--- src/rtl/log_ctrl.sv ---
// Capture-and-readout controller for the interface event log RAM.
// Records condensed samples around a trigger, then streams the log oldest entry first.
module log_ctrl #(
    parameter  int DATA_SIZE  = 32,
    parameter  int TAG_SIZE   = 8,
    parameter  int ADDR_WIDTH = 8,
    localparam int LOG_WIDTH  = 4 + 2*DATA_SIZE + TAG_SIZE,
    localparam int DEPTH      = 2**ADDR_WIDTH
) (
    input  logic                          clk,
    input  logic                          reset,
    input  logic                          arm_in,
    input  logic                          stop_in,
    input  logic [ADDR_WIDTH-1:0]         post_count_in,
    input  logic                          parity_error_in,
    input  logic                          host_data_ready_in,
    input  logic                          network_data_ready_in,
    input  logic                          network_ack_in,
    input  logic [DATA_SIZE-1:0]          host_data_in,
    input  logic [DATA_SIZE+TAG_SIZE-1:0] ndt_in,
    output logic                          mem_we,
    output logic [ADDR_WIDTH-1:0]         mem_waddr,
    output logic [LOG_WIDTH-1:0]          mem_wdata,
    output logic                          mem_re,
    output logic [ADDR_WIDTH-1:0]         mem_raddr,
    input  logic [LOG_WIDTH-1:0]          mem_rdata,
    input  logic                          rd_start_in,
    output logic                          rd_valid,
    output logic [LOG_WIDTH-1:0]          rd_data,
    output logic                          rd_last,
    input  logic                          rd_ready_in,
    output logic [2:0]                    state_out,
    output logic                          wrapped_out,
    output logic [ADDR_WIDTH-1:0]         trig_addr_out,
    output logic                          busy
);

    typedef enum logic [2:0] {
        S_IDLE    = 3'd0,
        S_ARMED   = 3'd1,
        S_POST    = 3'd2,
        S_DONE    = 3'd3,
        S_READOUT = 3'd4
    } state_t;

    state_t                r_state;
    logic [ADDR_WIDTH-1:0] r_wrPtr;
    logic [ADDR_WIDTH-1:0] r_trigAddr;
    logic [ADDR_WIDTH-1:0] r_postCnt;
    logic [ADDR_WIDTH-1:0] r_rdAddr;
    logic [ADDR_WIDTH:0]   r_rdRemain;
    logic                  r_wrapped;
    logic                  r_rdFirst;
    logic                  r_rdPending;
    logic                  r_pendLast;
    logic                  r_rdValid;
    logic                  r_rdLast;
    logic [LOG_WIDTH-1:0]  r_rdData;

    logic w_we;
    logic w_trigger;
    logic w_handshake;
    logic w_memRe;

    assign w_we        = (r_state == S_ARMED) || (r_state == S_POST);
    assign w_trigger   = parity_error_in | stop_in;
    assign w_handshake = r_rdValid & rd_ready_in;
    // A read is issued on entry to readout and then in the same cycle as each handshake.
    assign w_memRe     = (r_state == S_READOUT) & (r_rdFirst | (w_handshake & ~r_rdLast));

    assign mem_we      = w_we;
    assign mem_waddr   = r_wrPtr;
    assign mem_wdata   = w_we ? {parity_error_in, host_data_ready_in, network_data_ready_in,
                                 network_ack_in, host_data_in, ndt_in} : '0;
    assign mem_re      = w_memRe;
    assign mem_raddr   = r_rdAddr;
    assign rd_valid    = r_rdValid;
    assign rd_data     = r_rdData;
    assign rd_last     = r_rdLast;
    assign state_out   = r_state;
    assign wrapped_out = r_wrapped;
    assign trig_addr_out = r_trigAddr;
    assign busy        = (r_state != S_IDLE) && (r_state != S_DONE);

    always_ff @(posedge clk or posedge reset) begin
        if (reset) begin
            r_state     <= S_IDLE;
            r_wrPtr     <= '0;
            r_trigAddr  <= '0;
            r_postCnt   <= '0;
            r_rdAddr    <= '0;
            r_rdRemain  <= '0;
            r_wrapped   <= 1'b0;
            r_rdFirst   <= 1'b0;
            r_rdPending <= 1'b0;
            r_pendLast  <= 1'b0;
            r_rdValid   <= 1'b0;
            r_rdLast    <= 1'b0;
            r_rdData    <= '0;
        end else begin
            if (w_we) begin
                r_wrPtr <= r_wrPtr + 1'b1;
                if (r_wrPtr == '1) begin
                    r_wrapped <= 1'b1;
                end
            end

            // RAM data arrives the cycle after the read; it is registered here.
            if (r_rdPending) begin
                r_rdData    <= mem_rdata;
                r_rdValid   <= 1'b1;
                r_rdLast    <= r_pendLast;
                r_rdPending <= 1'b0;
            end else if (w_handshake) begin
                r_rdValid <= 1'b0;
                r_rdLast  <= 1'b0;
            end

            if (w_memRe) begin
                r_rdAddr    <= r_rdAddr + 1'b1;
                r_rdRemain  <= r_rdRemain - 1'b1;
                r_pendLast  <= (r_rdRemain == (ADDR_WIDTH+1)'(1));
                r_rdPending <= 1'b1;
                r_rdFirst   <= 1'b0;
            end

            case (r_state)
                S_IDLE, S_DONE: begin
                    if (arm_in) begin
                        r_state    <= S_ARMED;
                        r_wrPtr    <= '0;
                        r_wrapped  <= 1'b0;
                        r_trigAddr <= '0;
                    end else if ((r_state == S_DONE) && rd_start_in) begin
                        r_state    <= S_READOUT;
                        r_rdAddr   <= r_wrapped ? r_wrPtr : '0;
                        r_rdRemain <= r_wrapped ? (ADDR_WIDTH+1)'(DEPTH) : {1'b0, r_wrPtr};
                        r_rdFirst  <= 1'b1;
                    end
                end
                S_ARMED: begin
                    if (w_trigger) begin
                        r_trigAddr <= r_wrPtr;
                        r_postCnt  <= post_count_in;
                        r_state    <= (post_count_in == '0) ? S_DONE : S_POST;
                    end
                end
                S_POST: begin
                    r_postCnt <= r_postCnt - 1'b1;
                    if (r_postCnt == ADDR_WIDTH'(1)) begin
                        r_state <= S_DONE;
                    end
                end
                S_READOUT: begin
                    if (w_handshake && r_rdLast) begin
                        r_state <= S_IDLE;
                    end
                end
                default: r_state <= S_IDLE;
            endcase
        end
    end

endmodule
--- config.mk ---
export PLATFORM = sky130hd
export DESIGN_NAME = log_ctrl
export DESIGN_NICKNAME = d
export VERILOG_FILES = /design/src/rtl/log_ctrl.sv
export SDC_FILE = /design/constraint.sdc
export NUM_CORES = 1
export LEC_CHECK = 0
export ABC_CLOCK_PERIOD_IN_PS = 6800
export CAP_MARGIN = 20
export CORE_AREA = 2 2 135 137
export DETAILED_ROUTE_END_ITERATION = 16
export DIE_AREA = 0 0 137 139
export HOLD_SLACK_MARGIN = 0.06
export PLACE_DENSITY = 0.76
export SLEW_MARGIN = 20
export SYNTH_ARGS = -nofsm -noshare
export SYNTH_HDL_FRONTEND = slang
export SYNTH_SLANG_ARGS = --single-unit
--- constraint.sdc ---
create_clock -name clk -period 6.8 [get_ports clk]
set_input_delay 1.36 -clock clk [delete_from_list [all_inputs] [get_ports clk]]
set_output_delay 1.36 -clock clk [all_outputs]
set_load 0.01 [all_outputs]
Word level (Yosys, flattened, before mapping)
Index checks and enable logic that the tools add are counted.
{ "word_totals": {"input_bits": 166, "regBits": 126, "ram_bits": 0, "latch_bits": 0, "output_inout_bits": 185, "rom_bits": 0, "memories": 0, "elab_cells": 88} }
{ "op_classes": {"n_mul": 0, "addsub": 4, "muxes": 38, "magnitude_cmp": 0, "shifts": 0, "bitwise": 6, "n_div": 0, "reduce_logical": 14, "n_eq_ne": 13} }
{ "op_table": {"columns": ["op", "count"], "rows": [
  ["2-to-1 mux 8 bit", 11],
  ["2-to-1 mux 76 bit", 1],
  ["2-to-1 mux 9 bit", 5],
  ["one-hot mux 8 bit (2 select lines)", 2],
  ["adder 8 x 1 -> 8 bit, second input constant", 2],
  ["2-to-1 mux 3 bit", 5],
  ["2-to-1 mux 1 bit", 13],
  ["one-hot mux 3 bit (4 select lines)", 1],
  ["equality test 9 x 1 -> 1 bit, second input constant", 1],
  ["subtractor 9 x 1 -> 9 bit, second input constant", 1],
  ["equality test 8 x 1 -> 1 bit, second input constant", 1],
  ["equality test 8 bit, second input constant", 1],
  ["zero test 8 bit", 1],
  ["subtractor 8 x 1 -> 8 bit, second input constant", 1],
  ["equality test 3 x 2 -> 1 bit, second input constant", 2],
  ["nonzero test 2 bit", 3],
  ["!= test 2 x 1 -> 1 bit, second input constant", 2],
  ["!= test 2 bit, second input constant", 2],
  ["AND reduction 4 bit", 1],
  ["AND 1 bit", 3],
  ["equality test 3 x 1 -> 1 bit, second input constant", 1],
  ["equality test 3 bit, second input constant", 1],
  ["logical AND 1 bit", 3],
  ["zero test 3 bit", 1],
  ["9 further kinds", 10]
]} }

Logic depth before layout (Yosys ltp)
Gate-level depths: netlist of the first run.
{ "depth": {"word_depth": 8, "ltp_mapped": 7, "depth_no_buf": 6} }

Least setup slack after synthesis of the first run
No wires, ideal clock.
{ "synth_timing": {"path_kind": "input -> output", "startpoint": "in rd_ready_in", "endpoint": "out mem_re", "setup_slack_ps": 3301, "required_time_ps": 5440, "cell_stages": 5, "arrival_ps": 2139, "path_buffers": 2, "cell_sequence": "and3b_1 clkbuf_1 o21ai_1 buf_2 inv_1"} }
{ "synth_via": {"elab_chain_len": 4} }
{ "synth_lines": {"columns": ["element", "line_no", "source"], "rows": [
  ["start: declaration", "31", "input logic rd_ready_in,"],
  ["AND 1 bit", "67", "assign w_handshake = r_rdValid & rd_ready_in;"],
  ["AND 1 bit", "69", "assign w_memRe = (r_state == S_READOUT) & (r_rdFirst | (w_handshake & ~r_rdLast));"],
  ["OR 1 bit", "69", null],
  ["AND 1 bit", "69", null],
  ["end: declaration", "24", "output logic mem_re,"]
]} }
Every way passes these cells.

Worst setup path in the final report of the first run
Ends and elaborated chain as after synthesis.

==> results of run 1 <==
power by group through the flow:
stage	clock (mW)	sequential, mW	combinational (mW)
6_report	1.01	1.33	2.49
5_1_grt	1.07	1.38	2.67
4_1_cts	1.03	1.33	2.50
3_5_place_dp	0	1.34	2.49
3_3_place_gp	0	1.33	2.47
2_1_floorplan	0	1.37	1.07
sequential cells by signal (all words and copies together), names as in the netlist:
| signal | count |
|---|---|
| mem_waddr | 8 |
| r_rdPending | 1 |
| trig_addr_out | 8 |
| r_pendLast | 1 |
| r_rdFirst | 1 |
| mem_raddr | 8 |
| rd_data | 76 |
| wrapped_out | 1 |
| rd_valid | 1 |
| r_postCnt | 8 |
| r_rdRemain | 9 |
| rd_last | 1 |
| state_out | 3 |
stage by stage:
stage / hold slack (ns) / instances / total power, mW
finish: 0.480 / 1124 / 4.83
global route: 0.511 / 1123 / 5.12
CTS: 0.483 / 1122 / 4.86
detailed placement: 0.475 / 1090 / 3.83
global placement: 0.461 / 1090 / 3.79
floorplan: 0.440 / 553 / 2.44
worst paths after layout:
check,start,end,slack [ns],depth (start not counted)
setup / recovery,rd_ready_in,mem_re,1.98,5
hold / removal,r_rdRemain[8]$_DFF_PP0_,r_pendLast$_DFFE_PP0N_,0.48,1
setup reg to reg,state_out[0]$_DFFE_PP0P_,r_postCnt[2]$_DFFE_PP0P_,4.32,5
hold reg to reg,r_rdRemain[8]$_DFF_PP0_,r_pendLast$_DFFE_PP0N_,0.48,1
max in group asynchronous,reset,r_rdPending$_DFF_PP0_,3.98,3
min in group asynchronous,reset,rd_data[57]$_DFFE_PP0P_,1.51,2
logic make-up after synthesis:
group / Yosys count
buffers and inverters: 58
AOI/OAI and AO/OA: 85
DFF: 126
muxes: 77
adders and majority gates: 6
and+or+nand+nor: 185
xor gates and xnor gates: 16
worst max-delay path: cells and delay by family:
family	cells	cell delay (ns)
buffers and inverters	3	1.13
AO/OA/AOI/OAI	1	0.68
AND/OR/NAND/NOR	1	0.29
routing by layer:
metal  vias up  share of wire (%)  global-route usage [%]  wire length [um]
li1       2669                  -                       -                 -
met4         8                1.4                    4.99               293
met1      2731                 43                    29.4              9200
met3        35                 11                    9.83              2300
met5         -               0.26                       0                55
met2       219                 44                    32.1              9420
area by class of cell:
| cell class | count | area share (%) |
|---|---|---|
| Tap cell | 229 | 2.76 |
| Clock buffer | 19 | 4.36 |
| Multi-Input combinational cell | 369 | 26.0 |
| Timing Repair Buffer | 354 | 34.0 |
| Clock inverter | 13 | 2.03 |
| Inverter | 13 | 0.493 |
| Antenna cell | 1 | 0.0241 |
| Sequential cell | 126 | 30.4 |
synthesized netlist by cell type, drive strengths merged (3+ instances only):
master	number
a211oi	3
a21oi	16
a22oi	4
a31oi	8
and3	78
buf	11
clkbuf	34
dfrtp	126
ha	6
inv	12
mux2	76
nand2	30
nand3	19
nand4	3
nor2	17
nor3	5
nor3b	3
nor4	5
o211ai	6
o21ai	31
o2bb2ai	3
o31ai	4
or3	5
or3b	3
or4	7
xnor2	7
xor2	9
==> flow_summary.ini, run 1 <==
[global_route]
grt-ovfl-total = 0
grt_pass1_vias = 5407
grt_max_degree = 85
globalRouteTotalUtil_pct = 21.8
antenna_found_initial = 5
grt_pass1_wl_um = 31600

[sta]
final.setup.tns_ns = 0
slew_headroom_pct = 30.3
final.setup_skew_ns = 0.00624
hold_viol = 0
fmax_mhz = 207
setup_violations = 0
fin_ws_ns = 1.98
rsz0062_at_grt = false
fin_crit_sh_pct = 70.9
fin_crit_ns = 4.82
slew_violations = 0
worst_pin_slew_ns = 1.05

[synthesis]
synth_top_family_by_area = simple AND/OR/NAND/NOR gates
synth-simple-area-share_pct = 17.6
synth_area_sq_mm = 0.00607
synthArstFlopShare_pct = 100
yosysUniqueCellTypes = 54
synthMuxAreaShare_pct = 14.3
synth_seq_cells = 126
yosysWarnings = 0
ys_seq_area_share_pct = 51.9
syn_area_per_cell_sq_um = 11.0
ys.flop_type = dfrtp_1
yosysTopAreaCell = dfrtp_1
syn_inst = 553
synth_top_area_share_pct = 51.9
synth_nets = 725
synth-adder-area-share_pct = 1.24
synth_enable_flop_cells = 0
netlist_top_cells_area = dfrtp_1, mux2_2, and3_1
synth_compound_area_share_pct = 8.75
synth_xor_area_share_pct = 2.43

[worst_setup_path]
startpoint_type = primary input
cp_slowest_stage_delay_ns = 0.68
worst_ep_arrival_time_ns = 3.46
worstPathMaxFanout = 12
crit_top_cell = clkdlybuf4s50_1
critPathKind = in2out
end_kind = output pin
slowest_stage = o21ai_1
required_ns = 5.44
cp_cell_sequence = clkdlybuf4s50_1 > and3b_1 > o21ai_1 > inv_1 > clkdlybuf4s50_1

[die]
die_area_sq_mm = 0.0190
die_w_um = 137
rows = 49
dieHeight_um = 139
core_sq_mm = 0.0177
io_pins = 351
initial_core_util_pct = 34.4

[hold_path]
hold_class = reg2reg

[drt]
dr.pass1.iters = 8
ant_nets = 0
drt-total-wl_um = 21300
via_count = 5662
vias_per_cell = 5.04
drc = 0
drt_iter0_drc = 314
wl_per_cell_um = 18.9

[clocking]
root_buffer = clkbuf_16
numClockSinks = 126
cts_buffer_depth = 2
clock_latency_ns = 0.42
cts.clk_slew.worst_paths_ns = 0.05
postCtsResizedCells = 0
htreeDepth = 4
hold_buffers = 0
cts_buffers = 17
cts_tree = done
post_cts_buffers = 0

[pwr]
vdd_drop_max_uv = 299
switching_share_pct = 35.0
power.density_mw_per_mm2 = 465
p_int_mw = 3.14
p_seq_share_pct = 27.6
pwr-share-clk_pct = 20.9
switchingPower_mw = 1.69
power_leakage_nw = 4.49
p_comb_share_pct = 51.5

[layout]
fin_nets = 1053
multi_input_area_sq_mm = 0.00271
layout_common_cells = clkdlybuf4s50_1, dfrtp_1, and3_1, mux2_2, nand2_1
register_area_sq_mm = 0.00316
nFillCells = 1466
drive_gt1_share_pct = 14.0
area_delta_synth_final_pct = 71.2
fin_util_pct = 58.9
design_area_sq_mm = 0.0104
final_common_cell = clkdlybuf4s50_1

[placed_design]
dpl_cell_area_sq_mm = 0.00973
dpl.hpwl_um = 16000
gp_congestion = 0.894
place.port_buffers = 350
pre_cts_ws_ns = 2.00

[run]
drv_cap = 0

[outcome]
status = finished, final reports clean
Power figures use the tool's default switching activity.
==> run 2: changes to the inputs <==
- ABC_CLOCK_PERIOD_IN_PS: 6800 -> 4900
- CORE_AREA: 2 2 135 137 -> 2 2 136 138
- DIE_AREA: 0 0 137 139 -> 0 0 138 140
- PLACE_DENSITY: 0.76 -> 0.75
- clock period: 6.8 -> 4.9 ns (I/O delays scaled with it)
==> run 2 against run 1 <==
Compared with the run above: largest power group unchanged; largest cell class unchanged; non-clock buffer count rose by 3; final cell count rose by 0.44%; sequential power rose by 39%; die area rose by 1.5%; count of clock-buffer cells in the layout rose by 2; wire length fell by 2.0%; total power rose by 38%; clock power rose by 36%.
==> flow_summary.ini, run 2 (synthesis results as in run 1) <==
[clocking]
htreeDepth = 4
cts_buffers = 17
cts_tree = done
cts_buffer_depth = 2
post_cts_buffers = 0
numClockSinks = 126
cts.clk_slew.worst_paths_ns = 0.06
postCtsResizedCells = 0
hold_buffers = 0
root_buffer = clkbuf_16
clock_latency_ns = 0.43

[run]
drv_cap = 0

[layout]
largest_reg_flops = 76
area_delta_synth_final_pct = 71.3
fin_nets = 1056
drive_gt1_share_pct = 13.9
layout_common_cells = clkdlybuf4s50_1, dfrtp_1, and3_1, mux2_2, nand2_1
final_common_cell = clkdlybuf4s50_1
nFillCells = 1510
design_area_sq_mm = 0.0104
fin_util_pct = 58.5
register_area_sq_mm = 0.00316
multi_input_area_sq_mm = 0.00271

[placed_design]
dpl_cell_area_sq_mm = 0.00975
gp_congestion = 0.840
place.port_buffers = 350
dpl.hpwl_um = 15800

[worst_setup_path]
startpoint_type = primary input
worstReg2RegStart = state_out[0]$_DFFE_PP0P_
required_ns = 3.92
cp_cell_sequence = clkdlybuf4s50_1 > and3b_1 > o21ai_1 > inv_1 > clkdlybuf4s50_1
slowest_stage = o21ai_1
critPathLaunch = rd_ready_in
r2r-end = r_postCnt[1]$_DFFE_PP0P_
worst_ep_arrival_time_ns = 3.08
cp_slowest_stage_delay_ns = 0.65
worstPathMaxFanout = 12
regToRegSetupSlack_ns = 2.36
crit_top_cell = clkdlybuf4s50_1
critPathKind = in2out
reg2regPathDepth = 4
end_kind = output pin

[sta]
final.setup.tns_ns = 0
worst_pin_slew_ns = 1.00
hold_viol = 0
fmax_mhz = 247
setup_violations = 0
fin_crit_ns = 4.06
rsz0062_at_grt = false
slew_violations = 0
final.setup_skew_ns = 0.0244
slew_headroom_pct = 33.0
fin_crit_sh_pct = 82.8

[global_route]
grt-ovfl-total = 0
antenna_found_initial = 6
busiest_layer = met2
grt_pass1_wl_um = 32500
grtUsageMet3_pct = 7.49
use_met1_pct = 28.6
globalRouteTotalUtil_pct = 21.4
grt_pass1_vias = 5568
use_met2_pct = 33.1
grt_max_degree = 80

[drt]
ant_nets = 0
via_count = 5648
dr.pass1.iters = 4
drt-total-wl_um = 20900
drc = 0
vias_per_cell = 5.00
drt_iter0_drc = 273
wl_per_cell_um = 18.5

[die]
dieHeight_um = 140
die_w_um = 138
core_sq_mm = 0.0178
io_pins = 351
rows = 49
die_area_sq_mm = 0.0193
initial_core_util_pct = 34.2

[outcome]
status = finished, final reports clean

[hold_path]
hold_end = r_pendLast$_DFFE_PP0N_
hold_start = r_pendLast$_DFFE_PP0N_
holdPathStages = 2
hold_class = reg2reg

[pwr]
power_leakage_nw = 4.50
power.density_mw_per_mm2 = 642
vdd_drop_max_uv = 409
## run 2: cell count changes in the layout (fill, tap and decap cells not counted)
cell	delta
clkinvlp_4	-2
inv_6	-1
diode_2	+2
clkinv_4	-1
clkbuf_8	-1
buf_2	-1
clkinv_2	+2
buf_4	+4
clkbuf_1	+3
## run 2: worst max path at each step
stage | endpoint | slack [ns] | depth (start not counted)
2_1_floorplan | mem_raddr[0]$_DFF_PP0_ | 0.56 | 1
3_3_place_gp | mem_re | 0.91 | 5
3_5_place_dp | mem_re | 0.85 | 5
4_1_cts | mem_re | 0.84 | 5
5_1_grt | mem_re | 0.71 | 5
6_report | mem_re | 0.84 | 5
## run 2: per-layer routing
| layer | share of wire, % | routed length [um] |
|---|---|---|
| met1 | 44 | 9150 |
| met2 | 47 | 9830 |
| met3 | 7.6 | 1580 |
| met4 | 1.1 | 232 |
| met5 | 0.25 | 53 |
## run 2: critical path, delay by kind of cell
kind            cells  cell delay, ns
compound gates      1            0.65
buf+inv             3            1.12
simple gates        1            0.31
## run 2: metrics by stage
stage / hold WS, ns / worst slack, ns / instances / power (mW)
floorplan: 0.440 / 0.564 / 553 / 3.38
global placement: 0.474 / 0.909 / 1093 / 5.25
detailed placement: 0.474 / 0.849 / 1093 / 5.31
CTS: 0.500 / 0.844 / 1125 / 6.72
global route: 0.520 / 0.713 / 1127 / 7.05
finish: 0.500 / 0.844 / 1129 / 6.68
## run 2: area by class of cell
type,instances,share of cell area [%]
diodes,3,0.0722
clock buffers,21,4.33
clock inverters,11,1.82
inverters,13,0.493
multi-input cells,369,26.0
flip-flops and latches,126,30.3
well taps,229,2.75
repair buffers,357,34.2
## run 2: power by group
group | leakage (nW) | internal [mW] | switching [mW]
sequential | 1.62 | 1.47 | 0.378
clock | 0.307 | 0.914 | 0.456
combinational | 2.57 | 1.98 | 1.48
==> run 3: changes to the inputs <==
- ABC_CLOCK_PERIOD_IN_PS: 4900 -> 3410
- CORE_AREA: 2 2 136 138 -> not set
- CORE_MARGIN: not set -> 2
- CORE_UTILIZATION: not set -> 35
- DIE_AREA: 0 0 138 140 -> not set
- PLACE_DENSITY: 0.75 -> 0.8
- clock period: 4.9 -> 3.41 ns (I/O delays scaled with it)
==> run 3 against run 2 <==
Compared with the run above: via count grew 1.9%; core utilization grew 2.2 points; wire length shrank 1.2%; final cell count shrank 0.27%; sequential share of layout area is essentially flat; global-route usage grew 0.23 points; total power grew 40%; clock power grew 26%; register-to-register slack lost 1.1 ns; count of clock-buffer cells in the layout shrank 3; critical path type is now reg2out; largest cell class unchanged.
==> flow_summary.ini, run 3 (synthesis results as in run 1) <==
[die]
die_area_sq_mm = 0.0184
rows = 48
core_sq_mm = 0.0171
io_pins = 351
dieHeight_um = 136
die_w_um = 136
initial_core_util_pct = 35.5

[clocking]
htreeDepth = 4
postCtsResizedCells = 0
clock_latency_ns = 0.42
post_cts_buffers = 0
root_buffer = clkbuf_16
numClockSinks = 126
cts.clk_slew.worst_paths_ns = 0.06
hold_buffers = 0
cts_buffers = 17
cts_buffer_depth = 2
cts_tree = done

[drt]
drc = 0
wl_per_cell_um = 18.3
ant_nets = 0
drt_iter0_drc = 354
vias_per_cell = 5.11
via_count = 5757
dr.pass1.iters = 5
drt-total-wl_um = 20600

[pwr]
power_leakage_nw = 4.48
finalPower_mw = 9.37
power.density_mw_per_mm2 = 902
vdd_drop_max_uv = 504

[layout]
drive_gt1_share_pct = 14.4
largest_reg_flops = 76
area_delta_synth_final_pct = 71.1
layout_common_cells = clkdlybuf4s50_1, dfrtp_1, and3_1, mux2_2, nand2_1
final_common_cell = clkdlybuf4s50_1
fin_nets = 1059

[global_route]
grt_max_degree = 81
grt_pass1_wl_um = 30400
globalRouteTotalUtil_pct = 21.6
grt_pass1_vias = 5347
antenna_found_initial = 1
grt-ovfl-total = 0

[sta]
fin_crit_ns = 3.17
fin_crit_sh_pct = 93.1
worst_pin_slew_ns = 1.02
slew_headroom_pct = 32.1
slew_violations = 0
fmax_mhz = 315
rsz0062_at_grt = false
hold_viol = 0
final.setup.tns_ns = 0
setup_violations = 0
hold_ws_ns = 0.480
final.setup_skew_ns = 0.00546
fin_ws_ns = 0.235

[worst_setup_path]
slowest_stage = dfrtp_1
end_kind = output pin
worst_ep_arrival_time_ns = 2.49
required_ns = 2.73
worstPathMaxFanout = 80
critPathKind = reg2out
startpoint_type = register
cp_slowest_stage_delay_ns = 0.74
cp_cell_sequence = xor2_4 > buf_12 > and3_1 > clkdlybuf4s50_1

[outcome]
status = finished, final reports clean

[placed_design]
gp_congestion = 0.901
place.port_buffers = 350
pre_cts_ws_ns = 0.582
dpl.hpwl_um = 15300

[hold_path]
hold_class = reg2reg

[run]
drv_cap = 0
run 3: changes by cell type in the layout (fill, tap and decap cells not counted), moves of 3 or more:
cell / delta
buf_12: +4
bufinv_16: -4
clkinv_2: -3
clkinvlp_4: +5
inv_6: +4
run 3: report_power, final:
| group | switching [mW] | total [mW] | internal [mW] | leakage [nW] |
|---|---|---|---|---|
| Combinational | 2.11 | 4.99 | 2.88 | 2.60 |
| Clock | 0.711 | 1.72 | 1.01 | 0.256 |
| Sequential | 0.551 | 2.66 | 2.11 | 1.62 |
| Total | 3.37 | 9.37 | 6.00 | 4.48 |
run 3: layout make-up:
| class | instances | area [sq um] |
|---|---|---|
| inverter | 13 | 52.6 |
| antenna | 1 | 2.50 |
| sequential | 126 | 3160 |
| clock buffer | 18 | 429 |
| clock inverter | 14 | 136 |
| tap | 225 | 282 |
| fill | 1386 | 6720 |
| timing repair buffer | 360 | 3630 |
| multi-input combinational | 369 | 2710 |
run 3: worst max-delay path: cells and delay by family, from the launching register on:
| family | cells | cell delay, ns |
|---|---|---|
| xor gates and xnor gates | 1 | 0.21 |
| buffers and inverters | 2 | 0.82 |
| and+or+nand+nor | 1 | 0.25 |
| DFF | 1 | 0.74 |
run 3: metrics by stage:
stage | cell area (sq um) | util, % | instances
floorplan | 6080 | - | 553
global placement | 9830 | 57.4 | 1093
detailed placement | 9830 | 57.4 | 1093
CTS | 10400 | 60.7 | 1125
global route | 10400 | 60.7 | 1125
finish | 10400 | 60.7 | 1126
run 3: path summary, 6_finish.rpt:
check,startpoint,to,slack (ns),cells past startpoint
max,state_out[0]$_DFFE_PP0P_,mem_wdata[1],0.24,4
min in group asynchronous,reset,r_postCnt[5]$_DFFE_PP0P_,0.68,2
min reg2reg,r_rdRemain[8]$_DFF_PP0_,r_pendLast$_DFFE_PP0N_,0.48,1
max in group asynchronous,reset,rd_data[70]$_DFFE_PP0P_,2.06,3
min,r_rdRemain[8]$_DFF_PP0_,r_pendLast$_DFFE_PP0N_,0.48,1
max reg2reg,state_out[2]$_DFFE_PP0P_,mem_raddr[6]$_DFF_PP0_,1.27,5
run 3: per-layer routing:
| layer | share of wire, % | vias up | track usage, % |
|---|---|---|---|
| met5 | 0 | - | 0 |
| met1 | 43 | 2794 | 29.9 |
| met2 | 46 | 251 | 32.3 |
| li1 | - | 2678 | - |
| met3 | 9.1 | 34 | 7.48 |
| met4 | 1.3 | 0 | 5.79 |
